<file path="src/rtl/riscv_pipe_pkg.sv">
// rtl/riscv_pipe_pkg.sv - shared types for the decode1 issue scoreboard
package riscv_pipe_pkg;

    localparam int NUM_REGS = 32;
    localparam int REG_W    = $clog2(NUM_REGS);

    typedef logic [REG_W-1:0] reg_idx_t;

    typedef struct packed {
        logic     valid;
        reg_idx_t rd;
        logic     wen;
    } sb_entry_t;

    typedef enum logic [1:0] {
        SB_RUN,
        SB_FLUSH,
        SB_DRAIN
    } sb_state_e;

endpackage

</file>
<file path="src/rtl/sb_hazard_cam.sv">
// rtl/sb_hazard_cam.sv - DEPTH-way RAW compare of issuing sources against pending rd
module sb_hazard_cam
    import riscv_pipe_pkg::*;
#(
    parameter int DEPTH = 4
) (
    input  sb_entry_t [DEPTH-1:0] entries_i,
    input  reg_idx_t              rs1_i,
    input  reg_idx_t              rs2_i,
    input  logic                  use_rs1_i,
    input  logic                  use_rs2_i,
    input  logic [DEPTH-1:0]      bypass_mask_i,
    output logic                  hazard_o
);

    always_comb begin
        hazard_o = 1'b0;
        for (int i = 0; i < DEPTH; i++) begin
            // x0 is hardwired, so a pending write to it never blocks a reader
            if (entries_i[i].valid && entries_i[i].wen && (entries_i[i].rd != '0) &&
                !bypass_mask_i[i] &&
                ((use_rs1_i && (entries_i[i].rd == rs1_i)) ||
                 (use_rs2_i && (entries_i[i].rd == rs2_i)))) begin
                hazard_o = 1'b1;
            end
        end
    end

endmodule

</file>
<file path="src/rtl/issue_scoreboard.sv">
// rtl/issue_scoreboard.sv - in-order in-flight write queue gating decode issue; WB_BYPASS_EN lets the retiring entry skip the hazard check
module issue_scoreboard
    import riscv_pipe_pkg::*;
#(
    parameter int DEPTH = 4,
    parameter int TAG_W = $clog2(DEPTH)
) (
    input  logic             clk,
    input  logic             reset_n,
    input  logic             issue_valid,
    input  reg_idx_t         issue_rs1,
    input  reg_idx_t         issue_rs2,
    input  logic             issue_use_rs1,
    input  logic             issue_use_rs2,
    input  reg_idx_t         issue_rd,
    input  logic             issue_wen,
    input  logic             issue_serialize,
    output logic             issue_grant,
    output logic [TAG_W-1:0] issue_tag,
    input  logic             wb_valid,
    input  reg_idx_t         wb_rd,
    input  logic             flush_valid,
    input  logic [TAG_W-1:0] flush_tag,
    output logic             squash_decode,
    output logic [TAG_W:0]   occupancy,
    output logic             err
);

    localparam logic [TAG_W:0] PTR_ONE = {{TAG_W{1'b0}}, 1'b1};

    sb_entry_t [DEPTH-1:0] ent_q, ent_d;
    logic [TAG_W:0]        head_q, head_d, tail_q, tail_d;
    sb_state_e             state_q, state_d;
    logic                  err_q, err_d;

    logic [TAG_W-1:0] head_idx, tail_idx, flush_off;
    logic             empty, full, hazard, grant;
    logic             wb_ok, flush_ok;
    logic [DEPTH-1:0] bypass_mask;

    assign head_idx  = head_q[TAG_W-1:0];
    assign tail_idx  = tail_q[TAG_W-1:0];
    assign occupancy = tail_q - head_q;
    assign empty     = (occupancy == '0);
    assign full      = (occupancy == (TAG_W+1)'(DEPTH));

    assign wb_ok     = wb_valid && !empty &&
                       (!ent_q[head_idx].wen || (wb_rd == ent_q[head_idx].rd));
    assign flush_ok  = flush_valid && ent_q[flush_tag].valid;
    assign flush_off = flush_tag - head_idx;

`ifdef WB_BYPASS_EN
    assign bypass_mask = wb_ok ? ({{(DEPTH-1){1'b0}}, 1'b1} << head_idx) : '0;
`else
    assign bypass_mask = '0;
`endif

    sb_hazard_cam #(.DEPTH(DEPTH)) u_cam (
        .entries_i     (ent_q),
        .rs1_i         (issue_rs1),
        .rs2_i         (issue_rs2),
        .use_rs1_i     (issue_use_rs1),
        .use_rs2_i     (issue_use_rs2),
        .bypass_mask_i (bypass_mask),
        .hazard_o      (hazard)
    );

    always_comb begin
        state_d       = state_q;
        grant         = 1'b0;
        squash_decode = 1'b0;
        case (state_q)
            SB_RUN: begin
                grant = issue_valid && !hazard && !full && !flush_valid &&
                        !(issue_serialize && !empty);
                if (flush_valid)
                    state_d = SB_FLUSH;
                else if (issue_valid && issue_serialize && !empty)
                    state_d = SB_DRAIN;
            end
            SB_DRAIN: begin
                if (flush_valid)
                    state_d = SB_FLUSH;
                else if (empty)
                    state_d = SB_RUN;
            end
            SB_FLUSH: begin
                squash_decode = 1'b1;
                state_d       = flush_valid ? SB_FLUSH : SB_RUN;
            end
            default: state_d = SB_RUN;
        endcase
    end

    // Outputs must read zero while reset is held, even with issue_valid high
    assign issue_grant = grant && reset_n;
    assign issue_tag   = tail_idx;
    assign err         = err_q;

    always_comb begin
        logic [TAG_W-1:0] off_i;
        head_d = head_q;
        tail_d = tail_q;
        ent_d  = ent_q;
        err_d  = err_q || (wb_valid && !wb_ok) || (flush_valid && !flush_ok);
        off_i  = '0;
        if (wb_ok) begin
            ent_d[head_idx].valid = 1'b0;
            head_d                = head_q + PTR_ONE;
        end
        // Offset from the pre-retire head keeps the new tail inside (head, tail]
        if (flush_ok) begin
            tail_d = head_q + {1'b0, flush_off} + PTR_ONE;
            for (int i = 0; i < DEPTH; i++) begin
                off_i = TAG_W'(i) - head_idx;
                if (off_i > flush_off)
                    ent_d[i].valid = 1'b0;
            end
        end else if (grant) begin
            ent_d[tail_idx] = '{valid: 1'b1, rd: issue_rd, wen: issue_wen};
            tail_d          = tail_q + PTR_ONE;
        end
    end

    always_ff @(posedge clk or negedge reset_n) begin
        if (!reset_n) begin
            ent_q   <= '0;
            head_q  <= '0;
            tail_q  <= '0;
            state_q <= SB_RUN;
            err_q   <= 1'b0;
        end else begin
            ent_q   <= ent_d;
            head_q  <= head_d;
            tail_q  <= tail_d;
            state_q <= state_d;
            err_q   <= err_d;
        end
    end

endmodule

</file>
<file path="config.mk">
export PLATFORM = sky130hd
export DESIGN_NAME = issue_scoreboard
export DESIGN_NICKNAME = d
export VERILOG_FILES = /design/src/rtl/riscv_pipe_pkg.sv /design/src/rtl/sb_hazard_cam.sv /design/src/rtl/issue_scoreboard.sv
export SDC_FILE = /design/constraint.sdc
export NUM_CORES = 1
export LEC_CHECK = 0
export CORE_ASPECT_RATIO = 2
export CORE_MARGIN = 1
export CORE_UTILIZATION = 35
export CTS_CLUSTER_SIZE = 30
export DETAILED_ROUTE_END_ITERATION = 8
export SKIP_LAST_GASP = 1
export SLEW_MARGIN = 0
export SYNTH_ARGS = -nofsm -noshare
export SYNTH_HDL_FRONTEND = slang
export SYNTH_SLANG_ARGS = --single-unit
</file>
<file path="constraint.sdc">
create_clock -name clk -period 3.4 [get_ports clk]
set_input_delay 0.85 -clock clk [delete_from_list [all_inputs] [get_ports clk]]
set_output_delay 0.85 -clock clk [all_outputs]
set_load 0.1 [all_outputs]
</file>
**Word level (Yosys, flattened, before mapping)**

Index checks and enable logic that the tools add are counted.

- Add/sub/neg operators: 10
- Equality and inequality tests: 14
- $lt $le $gt $ge: 9
- Muxes and demuxes: 38
- Reductions and logical operators: 58

Operator list:

| operator | number |
|---|---|
| $bwmux 28 | 2 |
| $mux 28 | 2 |
| $eq 5x5->1 | 9 |
| $logic_and 1x1->1 | 35 |
| $mux 6 | 5 |
| $bmux 7 s2 | 2 |
| $demux 7 s2 | 2 |
| $mux 7 | 3 |
| $reduce_bool 5->1 | 4 |
| $mux 1 | 15 |
| $add 3x1->3 const B | 3 |
| $lt 2x3->1 const B | 3 |
| $gt 2x2->1 | 4 |
| $logic_not 1->1 | 8 |
| $mux 2 | 4 |
| $logic_or 1x1->1 | 7 |
| $mux 3 | 2 |
| $ne 3x3->1 const B | 2 |
| $pmux 2 s3 | 1 |
| $ge 2x1->1 const B | 2 |
| $sub 1x2->2 const A | 2 |
| $sub 2x2->2 const A | 2 |
| $add 3x2->3 | 1 |
| $eq 3x3->1 const B | 1 |
| 8 further kinds | 8 |

- Input port bits: 31
- Output and inout port bits: 8
- Flip-flop bits (word level): 37

**Depth between registers and ports, before layout**

Gate-level depths: netlist (run 1).

- Word-level depth: 16
- Gate-level depth with buffers: 10
- Mapped depth without buffers: 10

**Modules after synthesis**

From an unflattened synthesis (run 1), not the netlist that was laid out.

- Cell total of the unflattened synthesis: 274
- Area total of the unflattened synthesis: 3011.6 um2

Modules (own cells, without submodules):

| module | instances | area an instance (um2) | sequential area each (um2) | cells each |
|---|---|---|---|---|
| issue_scoreboard | 1 | 2463.6 | 925.9 | 197 |
| sb_hazard_cam | 1 | 548.0 | 0.0 | 77 |

**Worst setup path after synthesis (run 1)**

OpenSTA, ideal clock, no wires.

- Kind: reg-to-output
- Start point: register tail_q[0]
- End point: output port issue_grant
- Required time: 2550 ps
- Arrival time: 3326 ps
- Cell stages (with the launch flop): 9
- Setup slack: -776 ps
- Path through: dfrtp_1 -> inv_1 -> ha_1 -> fa_1 -> xor3_1 -> nor2_1 -> o2111ai_2 -> a41oi_4 -> and3_1

- Longest elaborated chain between the ends: 8
- Elaborated cells on any way between the ends: 12
- Those cells by class: 1 x add/sub; 1 x eq/ne; 1 x mux; 9 x reduce/logical

Ends and longest elaborated chain:

| element | RTL line | RTL |
|---|---|---|
| start, declared | issue_scoreboard.sv:32 | `logic [TAG_W:0] head_q, head_d, tail_q, tail_d;` |
| start signal, assigned | issue_scoreboard.sv:135 | `tail_q <= tail_d;` |
| $sub 3x3->3 * | issue_scoreboard.sv:43 | `assign occupancy = tail_q - head_q;` |
| via occupancy[2] | issue_scoreboard.sv:25 | `output logic [TAG_W:0] occupancy,` |
| $eq 3x3->1 / $logic_not 3->1 (equally long branches) | issue_scoreboard.sv:45, issue_scoreboard.sv:44 |  |
| $logic_not 1->1, on equally long branches | issue_scoreboard.sv:74, issue_scoreboard.sv:75 |  |
| $logic_and 1x1->1, on equally long branches | issue_scoreboard.sv:74, issue_scoreboard.sv:75 |  |
| $logic_and 1x1->1 / $logic_not 1->1 (equally long branches) | issue_scoreboard.sv:74, issue_scoreboard.sv:75 |  |
| $logic_and 1x1->1 * | issue_scoreboard.sv:74 | `grant = issue_valid && !hazard && !full && !flush_valid &&` |
| $mux 1 * | issue_scoreboard.sv:72 | `case (state_q)` |
| $logic_and 1x1->1 * | issue_scoreboard.sv:96 | `assign issue_grant = grant && reset_n;` |
| end, declared | issue_scoreboard.sv:18 | `output logic issue_grant,` |

Mark *: on every way through the listed nets, which the timed path passes. The rest lies on a longest branch.

**Final worst setup path (run 1)**

- Start point: register tail_q[0]
- End point: output port issue_grant

- Longest elaborated chain between the ends: 8
- Elaborated cells on any way between the ends: 12
- Those cells by class: 1 x add/sub; 1 x eq/ne; 1 x mux; 9 x reduce/logical

Ends and longest elaborated chain:

| element | RTL line |
|---|---|
| $sub 3x3->3 * | issue_scoreboard.sv:43 |
| $eq 3x3->1 / $logic_not 3->1 (equally long branches) | issue_scoreboard.sv:45, issue_scoreboard.sv:44 |
| $logic_not 1->1, on equally long branches | issue_scoreboard.sv:74, issue_scoreboard.sv:75 |
| $logic_and 1x1->1, on equally long branches | issue_scoreboard.sv:74, issue_scoreboard.sv:75 |
| $logic_and 1x1->1 / $logic_not 1->1 (equally long branches) | issue_scoreboard.sv:74, issue_scoreboard.sv:75 |
| $logic_and 1x1->1 * | issue_scoreboard.sv:74 |
| $mux 1 * | issue_scoreboard.sv:72 |
| $logic_and 1x1->1 * | issue_scoreboard.sv:96 |

Every way passes the cells marked *; elsewhere a longest branch is shown, timed or not.

==> results.toml, run 1 <==
[placed_design]
post-dp-hpwl_um = 6330
placed_area_mm2 = 0.00348
port_buffers = 38
gp_congestion = 0.984
place_inst = 393

[floorplan]
core-area_mm2 = 0.00823
fp.dieArea_mm2 = 0.00884
initial_core_util_pct = 35.9
die_h_um = 132
num_io_pins = 39
rows = 47
die_w_um = 67.0

[global_route]
use_met1_pct = 18.6
grt_usage_pct = 19.7
grt_use_met3_pct = 2.08
first_global_vias = 2400
use_met2_pct = 38.4
grt-ovfl-total = 0
grt_max_degree = 38
grt_pass1_wl_um = 12500
top_usage_layer = "met2"
antenna_found_initial = 0

[power_and_ir_drop]
combPwrFrac_pct = 63.6
power_switching_mw = 1.93
p_int_mw = 2.14
ir_drop_v = 0.00172
power.leakage_nw = 1.67
powerDensity_mw_per_mm2 = 1090
power_mw = 4.07
swShare_pct = 47.3
pwr-share-seq_pct = 23.0
pwr-share-clk_pct = 13.4

[yosys]
synth_edf_count = 0
seq_area_frac_synth_pct = 31.3
netlist_area_mm2 = 0.00296
ys_async_sr_fraction_pct = 100
synthCells = 263
avgSynthCellArea_um2 = 11.2
yosysWarnings = 0
synth_cell_types = 47
syn_nets = 317
synth-main-ff-cell = "dfrtp_1"
yosys_register_bits = 37

[critical_path]
r2r_slack_ns = 0.68
critical-path-top-delay-family = "adder cells"
crit_arrival_ns = 2.42
criticalPathCategory = "flop to output pin"
crit_path_cell_trace = "inv_2, ha_4, fa_2, xor3_4, nor2_4, o2111ai_4, a41oi_4, and3_4, buf_12"
cp.depth = 9
r2r_end = "ent_q[21]"
cp_slowest_stage_delay_ns = 0.36
cp.required_ns = 2.55
cp-start-kind = "flop"
slowest_stage = "dfrtp_1"
cp-startpoint = "tail_q[0]"
r2r_cells = 11
r2r-start = "tail_q[0]"
crit_path_end_kind = "output pin"
cp_num_buf_inv = 2
endpoint = "issue_grant"
crit_fanout = 2

[clock_network]
cts_sinks = 37
clk_latency_ns = 0.28
cts_tree = "built"
cts_htree_levels = 2
clk_pin_slew_worst_paths_ns = 0.06
cts_buffer_depth = 2
cts_hold_buf = 0
cts_buffers = 5
root_buffer = "clkbuf_16"

[timing]
fmax_ghz = 0.305
tightest_slew_ns = 0.534
tns_ns = 0
finalSetupViolations = 0
final.period_utilization_pct = 96.3
rsz0062_at_grt = "false"
min_period_ns = 3.27
worst_clock_skew_ns = 0.00557
drv_slew = 0
relSlewSlack_pct = 64.2
hold_violations = 0

[min_path]
hold_path_class = "flop to flop"
hp-start = "err"

[drt]
drtPass1Iterations = 4
routed_via_density = 5.43
drt-total-wl_um = 8000
drt_iter0_markers = 138
wl_per_cell_um = 19.6
vias = 2209
postRouteAntennaNets = 0
drc = 0

[cells_and_area]
antenna_cells = 0
post-route-util_pct = 45.5
areaGrowthSynthToFinish_pct = 26.8
nNetsFinal = 362
fin_area_mm2 = 0.00375
final_common_cell = "xnor2_1"
stdcell_count = 407
drive_gt1_share_pct = 23.0
final_cell_mix = "xnor2_1 (48), dfrtp_1 (37), buf_4 (22)"

[job]
drv_cap = 0

[run_status]
status = "finished clean"
-- metrics by stage --
step           setup WS, ns  hold slack (ns)
2_1_floorplan        -0.216            0.483
3_3_place_gp        -0.0718            0.469
3_5_place_dp        -0.0913            0.459
4_1_cts             -0.0408            0.475
5_1_grt              0.0423            0.520
6_report              0.125            0.469
-- kinds of logic (layout without fill, tap and decap cells) --
| logic type | after synthesis | after routing | synth area share, % |
|---|---|---|---|
| flip-flops | 37 | 37 | 31.3 |
| adder cells (fa/ha/maj) | 23 | 23 | 10.8 |
| buffers and inverters | 33 | 79 | 4.66 |
| AND/OR/NAND/NOR | 51 | 51 | 10.3 |
| AO/OA/AOI/OAI | 37 | 37 | 10.4 |
| multiplexers | 32 | 32 | 17.2 |
| XOR/XNOR | 50 | 50 | 15.3 |
-- metal layers --
layer | part of all wire [%] | wire length, um | vias to the layer above
li1 | - | - | 1015
met1 | 33 | 2610 | 1083
met2 | 59 | 4700 | 82
met3 | 3.9 | 310 | 29
met4 | 4.7 | 373 | 0
met5 | 0 | 0 | -
-- worst min-delay path by stage --
stage                     endpoint  slack, ns  cells past startpoint
final                          err       0.47                      1
after CTS                      err       0.47                      1
after global placement         err       0.47                      1
after detailed placement       err       0.46                      1
after global routing           err       0.52                      1
after floorplan           ent_q[0]       0.48                      1
-- power by group through the flow --
stage          Combinational, mW  Sequential (mW)  Clock [mW]
6_report                    2.59            0.937       0.546
5_1_grt                     2.77            0.958       0.572
4_1_cts                     2.60            0.936       0.556
3_5_place_dp                2.47            0.941           0
3_3_place_gp                2.43            0.938           0
2_1_floorplan               1.86            0.826           0
-- registers in the layout (all words and copies together), names as in the netlist --
signal   count
state_q      2
ent_q       28
tail_q       3
err          1
head_q       3
-- final cells by class --
class | instances | area, um2
Clock inverter | 2 | 37.5
Fill cell | 776 | 4490
Timing Repair Buffer | 55 | 527
Multi-Input combinational cell | 193 | 1930
Tap cell | 98 | 123
Sequential cell | 37 | 926
Clock buffer | 6 | 139
Inverter | 16 | 60.1
-- cell usage after synthesis, drive strengths merged (5+ instances only) --
master  count  area share [%]
dfrtp      37              31
inv        16             2.0
mux4        7             5.5
o21ai       6             1.0
nand3       7             2.9
xnor2      48              14
nand4      10             2.1
mux2       24              11
nor2        7            0.89
nand2      15             1.9
ha         19             8.0
clkbuf     12             1.5
buf         5             1.1
-- repair_timing --
item / CTS / global route
pin swaps: 7 / 3
setup endpoints to repair: 1 / 1
gates cloned: 0 / 0
endpoints found under the hold margin: 0 / 0
setup buffers: 5 / 1
resized for setup: 12 / 5
(Power assumes the default switching activity.)
==> run 2, diff against run 1 <==
--- a/config.mk
+++ b/config.mk
@@ -6,12 +6,12 @@
 export NUM_CORES = 1
 export LEC_CHECK = 0
 export CORE_ASPECT_RATIO = 2
-export CORE_MARGIN = 1
+export CORE_MARGIN = 3
 export CORE_UTILIZATION = 35
 export CTS_CLUSTER_SIZE = 30
 export DETAILED_ROUTE_END_ITERATION = 8
 export SKIP_LAST_GASP = 1
-export SLEW_MARGIN = 0
+export SLEW_MARGIN = 25
 export SYNTH_ARGS = -nofsm -noshare
 export SYNTH_HDL_FRONTEND = slang
 export SYNTH_SLANG_ARGS = --single-unit
==> run 2 against run 1 <==
Compared with the run above:
- sequential power grew 1%
- power shrank 0.95%
- non-clock buffer count shrank 1
- critical endpoint unchanged
==> results.toml, run 2 (synthesized netlist as in run 1, its figures left out) <==
[run_status]
status = "finished clean"

[global_route]
antenna_found_initial = 0
first_global_vias = 2370
grt_pass1_wl_um = 12700
grt_max_degree = 38
grt_usage_pct = 17.6
grt-ovfl-total = 0

[cells_and_area]
largest_register = "ent_q"
antenna_cells = 0
areaGrowthSynthToFinish_pct = 25.4
top_regs = "ent_q (28), head_q (3), tail_q (3)"
largest_reg_flops = 28
post-route-util_pct = 46.0
final_cell_mix = "xnor2_1 (48), dfrtp_1 (37), buf_4 (21)"
final_common_cell = "xnor2_1"
drive_gt1_share_pct = 22.7
nNetsFinal = 361
stdcell_count = 404

[power_and_ir_drop]
power.leakage_nw = 1.62
powerDensity_mw_per_mm2 = 1090
ir_drop_v = 0.00151
power_mw = 4.03

[drt]
drc = 0
wl_per_cell_um = 19.9
vias = 2198
routed_via_density = 5.44
drtPass1Iterations = 4
drt_iter0_markers = 92
postRouteAntennaNets = 0
drt-total-wl_um = 8030

[timing]
relSlewSlack_pct = 64.5
fmax_ghz = 0.302
drv_slew = 0
final.period_utilization_pct = 97.3
finalSetupViolations = 0
rsz0062_at_grt = "false"
hold_violations = 0
min_period_ns = 3.31
tightest_slew_ns = 0.529
worst_clock_skew_ns = 0.00692

[job]
drv_cap = 0

[floorplan]
rows = 46
fp.dieArea_mm2 = 0.00965
initial_core_util_pct = 36.7
num_io_pins = 39
core-area_mm2 = 0.00806
die_w_um = 71.0
die_h_um = 136

[placed_design]
post-dp-hpwl_um = 6340
place_inst = 393
gp_congestion = 0.899
port_buffers = 38

[critical_path]
crit_path_end_kind = "output pin"
cp-start-kind = "input pin"
cp.required_ns = 2.55
crit_fanout = 4
criticalPathCategory = "input pin to output pin"
crit_path_cell_trace = "dlygate4sd2_1, xnor2_1, nand4_1, o22ai_1, a222oi_1, and3_4, buf_12"
slowest_stage = "a222oi_1"
cp_slowest_stage_delay_ns = 0.46
crit_arrival_ns = 2.46

[min_path]
hold_path_class = "flop to flop"

[clock_network]
cts_hold_buf = 0
cts_tree = "built"
clk_latency_ns = 0.29
cts_htree_levels = 2
cts_buffer_depth = 2
root_buffer = "clkbuf_16"
clk_pin_slew_worst_paths_ns = 0.05
cts_sinks = 37
cts_buffers = 5
-- run 2: critical path, delay by kind of cell --
family | cells | cell delay [ns]
xor+xnor | 1 | 0.15
compound gates | 2 | 0.57
simple gates | 2 | 0.41
buf+inv | 2 | 0.48
-- run 2: repair_timing --
| item | CTS | global route |
|---|---|---|
| pin swaps | 5 | 2 |
| setup endpoints to repair | 1 | 1 |
| resized for setup | 16 | 0 |
| cloned | 0 | 0 |
| buffers inserted | 3 | 0 |
-- run 2: final cells by class --
type | instances | area, um2
sequential | 37 | 926
timing repair buffer | 54 | 500
multi-input combinational | 193 | 1920
fill | 780 | 4350
tap | 96 | 120
clock buffer | 6 | 139
clock inverter | 2 | 37.5
inverter | 16 | 60.1
-- run 2: worst paths after layout --
check | from | to | slack (ns) | depth (start not counted)
max in group asynchronous | reset_n | ent_q[17] | 2.37 | 2
worst min-delay path | err | err | 0.48 | 1
worst max register to register | tail_q[0] | ent_q[21] | 0.69 | 10
worst min register to register | err | err | 0.48 | 1
min in group asynchronous | reset_n | ent_q[7] | 0.68 | 2
worst max-delay path | issue_rs1[4] | issue_grant | 0.09 | 7
-- run 2: metrics by stage --
step                hold slack, ns  setup TNS (ns)  cell area (um2)  setup WS (ns)
floorplan                    0.483          -0.216             2960         -0.216
global placement             0.469         -0.0863             3500        -0.0863
detailed placement           0.459          -0.119             3500        -0.0836
CTS                          0.483         -0.0214             3710        -0.0214
global route                 0.511               0             3710      0.0000306
finish                       0.479               0             3710         0.0905
-- run 2: per-layer routing --
layer	track usage (%)	share of wire [%]	vias to the layer above
li1	-	-	1016
met4	9.10	4.0	0
met5	0	0	-
met2	34.6	59	68
met1	17.2	34	1093
met3	2.15	3.4	21
-- run 2: where the power goes --
group          internal [mW]  leakage, nW  switching [mW]
Sequential             0.623        0.465           0.326
Clock                  0.366       0.0831           0.184
Combinational           1.13         1.07            1.40
